File: config.mk
export PLATFORM = sky130hd
export DESIGN_NAME = mul_arbiter
export DESIGN_NICKNAME = d
export VERILOG_FILES = /design/src/rtl/mul_arb_pkg.sv /design/src/rtl/multiplier.sv /design/src/rtl/rr_arb2.sv /design/src/rtl/mul_arbiter.sv
export SDC_FILE = /design/constraint.sdc
export NUM_CORES = 1
export LEC_CHECK = 0
export CORE_MARGIN = 3
export CORE_UTILIZATION = 50
export CTS_CLUSTER_SIZE = 14
export DETAILED_ROUTE_END_ITERATION = 6
export DONT_BUFFER_PORTS = 1
export GPL_TIMING_DRIVEN = 0
export PLACE_DENSITY = 0.79
export REMOVE_ABC_BUFFERS = 1
export SLEW_MARGIN = 25
export SYNTH_ARGS = -nofsm -noshare
export SYNTH_HDL_FRONTEND = slang
export SYNTH_SLANG_ARGS = --single-unit
File: constraint.sdc
create_clock -name clk -period 4.75 [get_ports clk]
set_input_delay 0.475 -clock clk [delete_from_list [all_inputs] [get_ports clk]]
set_output_delay 0.475 -clock clk [all_outputs]
set_load 0.005 [all_outputs]
File: src/rtl/mul_arb_pkg.sv
// Shared types and constants for the mul_arbiter slice.
// The optional pipeline stage is selected with the MUL_ARB_PIPE_EN macro.
package mul_arb_pkg;

    typedef enum logic [1:0] {
        IDLE = 2'd0,
        CALC = 2'd1,
        WAIT = 2'd2,
        DONE = 2'd3
    } mul_arb_state_t;

    localparam int MUL_ARB_NREQ = 2;
    localparam int MUL_ARB_IDW  = 1;

    // Radix-4 Booth digit decode of {b[2j+1], b[2j], b[2j-1]}: returns {neg, two, one}.
    function automatic logic [2:0] booth_decode(input logic [2:0] code);
        logic [2:0] sel;
        case (code)
            3'b001, 3'b010: sel = 3'b001;
            3'b011:         sel = 3'b010;
            3'b100:         sel = 3'b110;
            3'b101, 3'b110: sel = 3'b101;
            default:        sel = 3'b000;
        endcase
        return sel;
    endfunction

endpackage

File: src/rtl/multiplier.sv
// Combinational signed N x N multiplier: radix-4 Booth recoding, carry-save
// reduction of the partial-product rows, then one carry-propagate add.
module multiplier
    import mul_arb_pkg::*;
#(
    parameter int N = 10
) (
    input  logic [N-1:0] a,
    input  logic [N-1:0] b,
    output logic [2*N:0] p
);

    localparam int W    = 2 * N + 1;
    localparam int ROWS = N / 2;

    logic [W-1:0] a_ext;
    logic [W-1:0] a_ext2;
    logic [N:0]   b_ext;
    logic [2:0]   sel;
    logic [W-1:0] mag;
    logic [W-1:0] pp [ROWS];
    logic [W-1:0] corr;

    always_comb begin
        a_ext  = {{(N + 1){a[N-1]}}, a};
        a_ext2 = a_ext << 1;
        b_ext  = {b, 1'b0};
        corr   = '0;
        sel    = '0;
        mag    = '0;
        // Negative rows are stored inverted; the +1 of each negation lands in corr.
        for (int j = 0; j < ROWS; j++) begin
            sel       = booth_decode(b_ext[2*j +: 3]);
            mag       = sel[1] ? a_ext2 : (sel[0] ? a_ext : '0);
            pp[j]     = (sel[2] ? ~mag : mag) << (2 * j);
            corr[2*j] = sel[2];
        end
    end

    logic [W-1:0] sum_v;
    logic [W-1:0] carry_v;
    logic [W-1:0] carry_n;

    always_comb begin
        sum_v   = pp[0];
        carry_v = corr;
        carry_n = '0;
        for (int j = 1; j < ROWS; j++) begin
            carry_n = ((sum_v & carry_v) | (sum_v & pp[j]) | (carry_v & pp[j])) << 1;
            sum_v   = sum_v ^ carry_v ^ pp[j];
            carry_v = carry_n;
        end
        p = sum_v + carry_v;
    end

endmodule

File: src/rtl/rr_arb2.sv
// Two-way round-robin arbiter; owns last_grant and updates it only on an
// accepted request.
module rr_arb2 (
    input  logic       clk,
    input  logic       rst,
    input  logic [1:0] req,
    input  logic       accept,
    output logic [1:0] gnt
);

    logic last_grant_q;
    logic last_grant_d;

    // On a tie the requester that did not win last time is granted.
    always_comb begin
        gnt = req;
        if (req == 2'b11) begin
            gnt = last_grant_q ? 2'b01 : 2'b10;
        end
    end

    always_comb begin
        last_grant_d = last_grant_q;
        if (accept) begin
            last_grant_d = gnt[1];
        end
    end

    always_ff @(posedge clk) begin
        if (rst) begin
            last_grant_q <= 1'b1;
        end else begin
            last_grant_q <= last_grant_d;
        end
    end

endmodule

File: src/rtl/mul_arbiter.sv
// Shares one multiplier between two requesters with round-robin arbitration.
// Define MUL_ARB_PIPE_EN to add a stage register after the multiplier (latency 3).
module mul_arbiter
    import mul_arb_pkg::*;
#(
    parameter int N = 10
) (
    input  logic                      clk,
    input  logic                      rst,
    input  logic [MUL_ARB_NREQ-1:0]   req_valid,
    output logic [MUL_ARB_NREQ-1:0]   req_ready,
    input  logic [MUL_ARB_NREQ*N-1:0] req_a,
    input  logic [MUL_ARB_NREQ*N-1:0] req_b,
    output logic                      res_valid,
    input  logic                      res_ready,
    output logic [2*N:0]              res_data,
    output logic [MUL_ARB_IDW-1:0]    res_id
);

    localparam int W = 2 * N + 1;

    // Handshake: a transfer happens on a rising edge where valid and ready are
    // both high; valid never waits on ready, and the sender holds its payload
    // stable while valid is high and ready is low.

    mul_arb_state_t       state_q, state_d;
    logic [N-1:0]         op_a_q, op_a_d;
    logic [N-1:0]         op_b_q, op_b_d;
    logic [MUL_ARB_IDW-1:0] id_q, id_d;
    logic [W-1:0]         res_data_q, res_data_d;
    logic [MUL_ARB_IDW-1:0] res_id_q, res_id_d;
    logic                 res_valid_q, res_valid_d;
`ifdef MUL_ARB_PIPE_EN
    logic [W-1:0]         stage_q, stage_d;
`endif

    logic [1:0]   gnt;
    logic         accept;
    logic [W-1:0] mul_p;

    rr_arb2 u_rr_arb2 (
        .clk    (clk),
        .rst    (rst),
        .req    (req_valid),
        .accept (accept),
        .gnt    (gnt)
    );

    multiplier #(.N(N)) u_multiplier (
        .a (op_a_q),
        .b (op_b_q),
        .p (mul_p)
    );

    assign req_ready = (state_q == IDLE && !rst) ? gnt : 2'b00;
    assign accept    = |(req_valid & req_ready);

    always_comb begin
        state_d     = state_q;
        op_a_d      = op_a_q;
        op_b_d      = op_b_q;
        id_d        = id_q;
        res_data_d  = res_data_q;
        res_id_d    = res_id_q;
        res_valid_d = res_valid_q;
`ifdef MUL_ARB_PIPE_EN
        stage_d     = stage_q;
`endif
        case (state_q)
            IDLE: begin
                if (accept) begin
                    op_a_d  = gnt[1] ? req_a[N +: N] : req_a[0 +: N];
                    op_b_d  = gnt[1] ? req_b[N +: N] : req_b[0 +: N];
                    id_d    = gnt[1];
                    state_d = CALC;
                end
            end
            CALC: begin
`ifdef MUL_ARB_PIPE_EN
                stage_d     = mul_p;
                state_d     = WAIT;
`else
                res_data_d  = mul_p;
                res_id_d    = id_q;
                res_valid_d = 1'b1;
                state_d     = DONE;
`endif
            end
`ifdef MUL_ARB_PIPE_EN
            WAIT: begin
                res_data_d  = stage_q;
                res_id_d    = id_q;
                res_valid_d = 1'b1;
                state_d     = DONE;
            end
`endif
            DONE: begin
                if (res_ready) begin
                    res_valid_d = 1'b0;
                    state_d     = IDLE;
                end
            end
            default: state_d = IDLE;
        endcase
    end

    always_ff @(posedge clk) begin
        if (rst) begin
            state_q     <= IDLE;
            op_a_q      <= '0;
            op_b_q      <= '0;
            id_q        <= '0;
            res_data_q  <= '0;
            res_id_q    <= '0;
            res_valid_q <= 1'b0;
`ifdef MUL_ARB_PIPE_EN
            stage_q     <= '0;
`endif
        end else begin
            state_q     <= state_d;
            op_a_q      <= op_a_d;
            op_b_q      <= op_b_d;
            id_q        <= id_d;
            res_data_q  <= res_data_d;
            res_id_q    <= res_id_d;
            res_valid_q <= res_valid_d;
`ifdef MUL_ARB_PIPE_EN
            stage_q     <= stage_d;
`endif
        end
    end

    assign res_valid = res_valid_q;
    assign res_data  = res_data_q;
    assign res_id    = res_id_q;

endmodule

==> results.py <==
metrics = {
    "run_status": {
        "status": "finished, final reports clean",
    },
    "clock_tree": {
        "htreeDepth": 2,
        "clockRootBuffer": "clkbuf_8",
        "cts_max_path_buffers": 2,
        "cts_tree": "yes",
        "clock_latency_ns": 0.31,
        "clock_sinks": 47,
        "numCtsBuffers": 5,
        "clkSlewWorstSetupHoldPaths_ns": 0.11,
    },
    "layout": {
        "nets": 726,
        "syn_to_final_growth_pct": 5.13,
        "fin_util_pct": 55.1,
        "mostFrequentLayoutCell": "nor2_1",
        "finalInstanceArea_mm2": 0.00549,
        "drive_gt1_share_pct": 9.12,
        "final_cell_mix": "nor2_1, inv_1, a21oi_1, nand2_1, dfxtp_1",
        "antenna_cells": 0,
    },
    "floorplan": {
        "io_pins": 70,
        "row_count": 36,
        "fp.dieArea_mm2": 0.0117,
        "die-height_um": 108,
        "core_area_mm2": 0.00995,
        "initial_utilization_pct": 52.4,
        "die_w_um": 108,
    },
    "synthesis": {
        "ys_warn_count": 0,
        "synth-edff-count": 0,
        "ys_seq_area_share_pct": 18.0,
        "netlist_area_mm2": 0.00522,
        "syn-mean-instance-area_um2": 8.03,
        "synth.distinct_cells": 55,
        "ys.flop_type": "dfxtp_1",
        "synth_seq_cells": 47,
        "async_flop_share_pct": 0,
        "synth_cells": 650,
    },
    "placed_design": {
        "placed_cell_area_mm2": 0.00520,
        "numPortBuffers": 0,
        "gp_congestion": 0.912,
        "dp_hpwl_um": 9290,
    },
    "pwr": {
        "internal_power_w": 0.00144,
        "ir_drop_uv": 234,
        "power_switching_w": 0.00141,
        "power-per-cell-area_mw_per_mm2": 520,
        "clockPowerShare_pct": 9.3,
        "p_leak_nw": 2.31,
        "pwr-share-seq_pct": 21.7,
        "p_comb_share_pct": 69.0,
        "swShare_pct": 49.5,
    },
    "critical_path": {
        "crit_chain": "and2_1 > fa_1 > inv_1 > fa_1 > fa_1 > inv_1 > fa_1 > ha_4 > a21oi_1 > o21bai_1 > o21a_1 > o21ai_0 > a211o_1",
        "cp_common_cell": "fa_1",
        "critical_path_arrival_ns": 4.78,
        "worstSetupPathType": "flop to flop",
        "critical-path-max-stage-delay_ns": 0.84,
        "slowest_stage": "dfxtp_1",
        "end_kind": "flop",
        "cp_max_fo": 18,
        "required_ns": 4.97,
        "cp-start-kind": "flop",
    },
    "sta": {
        "worst-slew-pin-transition_ns": 0.911,
        "finClkSkew_ns": 0.0129,
        "drv_slew": 0,
        "finalSetupViolCount": 0,
        "clock.fmax_ghz": 0.219,
        "finalHoldViolCount": 0,
        "fin_crit_ns": 4.57,
        "fin_crit_sh_pct": 96.2,
        "slew_headroom_pct": 39.2,
    },
    "global_route": {
        "antenna_found_initial": 0,
        "grt_usage_pct": 21.2,
        "grt_pass1_wl_um": 20600,
        "grt_remaining_overflow": 0,
        "first_global_vias": 4337,
        "grt_max_degree": 63,
    },
    "detailed_routing": {
        "wl_um": 12600,
        "first_iter_violations": 252,
        "ant_nets": 0,
        "drt-pass1-iter-count": 5,
        "remaining_drc_errors": 0,
        "wire_per_inst_um": 16.8,
        "via_per_inst": 6.01,
        "vias": 4486,
    },
    "worst_hold_path": {
        "hold_class": "primary input to flop",
    },
    "flow_run": {
        "max-cap-violations": 0,
    },
}
routing by layer:
layer  part of all wire [%]  up-vias  GRT usage [%]
li1                       -     2199              -
met1                     41     2150           25.9
met2                     52      123           39.7
met3                    5.2       14           3.16
met4                    1.2        0           4.06
met5                      0        -              0
power groups by stage:
stage               registers [W]  logic, W  clock network (W)
finish                   0.000619   0.00197           0.000264
global route             0.000635   0.00221           0.000288
CTS                      0.000624   0.00186           0.000273
detailed placement       0.000632   0.00184                  0
global placement         0.000624   0.00178                  0
floorplan                0.000589   0.00145                  0
layout make-up:
cell class | instances | area (um2)
Fill cell | 904 | 4470
Multi-Input combinational cell | 497 | 3960
Sequential cell | 47 | 971
Inverter | 50 | 188
Tap cell | 133 | 166
Timing Repair Buffer | 12 | 110
Clock buffer | 6 | 72.6
Clock inverter | 2 | 16.3
registers in the layout (all words and copies together) (netlist names):
register,flops
id_q,1
op_a_q,10
op_b_q,10
res_data,21
res_id,1
res_valid,1
state_q,2
u_rr_arb2.last_grant_q,1
what timing repair did:
action                                  CTS  global route
gates cloned                              0             0
endpoints found under the setup margin   14            11
pin swaps                                 1             2
gates resized for setup                  16            20
buffers inserted                          2             9
hold buffers                              0             0
worst max-delay path, delay by kind of cell, from the launching register on:
family                     cells  cell delay, ns
adders and majority gates      5            2.18
and+or+nand+nor                1            0.26
buffers and inverters          2            0.15
AOI/OAI and AO/OA              5            1.04
DFF                            1            0.84
cells in the mapped netlist (7+ instances only):
| cell type | count | area (um2) |
|---|---|---|
| a211oi_1 | 32 | 240 |
| a21o_1 | 8 | 60.1 |
| a21oi_1 | 47 | 235 |
| a221oi_1 | 8 | 70.1 |
| a22oi_1 | 20 | 150 |
| buf_1 | 7 | 26.3 |
| buf_2 | 13 | 65.1 |
| clkbuf_1 | 35 | 131 |
| dfxtp_1 | 47 | 941 |
| fa_1 | 34 | 681 |
| ha_1 | 34 | 425 |
| inv_1 | 50 | 188 |
| mux2i_1 | 20 | 200 |
| nand2_1 | 37 | 139 |
| nand3b_1 | 14 | 105 |
| nor2_1 | 57 | 214 |
| nor3_1 | 10 | 50.1 |
| o211ai_1 | 7 | 52.6 |
| o21ai_0 | 35 | 175 |
| xnor2_1 | 22 | 193 |
| xor2_1 | 32 | 280 |
stage by stage:
stage          hold WS, ns  TNS, ns  power, W  std cells  setup WS (ns)
2_1_floorplan        0.426   -0.569   0.00204        594         -0.159
3_3_place_gp         0.435    -6.45   0.00240        727         -0.729
3_5_place_dp         0.460    -8.38   0.00248        728         -0.896
4_1_cts              0.211        0   0.00276        738         0.0332
5_1_grt              0.206  -0.0177   0.00313        747        -0.0177
6_report             0.215        0   0.00285        747          0.183
cell families (layout without fill, tap and decap cells):
group	count (synthesis)	in the layout	synth area share, %
AO/OA/AOI/OAI	194	194	24.6
multiplexers	20	20	3.84
AND/OR/NAND/NOR	159	159	14.9
XOR/XNOR	54	54	9.06
adder cells (fa/ha/maj)	70	70	21.6
flip-flops	47	47	18.0
buffers and inverters	106	70	8.01
worst paths after layout:
check / end / cells past startpoint / startpoint / slack [ns]
setup / recovery: res_data[18] / 13 / op_b_q[9] / 0.18
hold / removal: op_a_q[8] / 1 / rst / 0.21
setup reg to reg: res_data[18] / 13 / op_b_q[9] / 0.18
hold reg to reg: res_id / 2 / id_q / 0.47
Note: power is estimated with default switching activity, not from simulation.
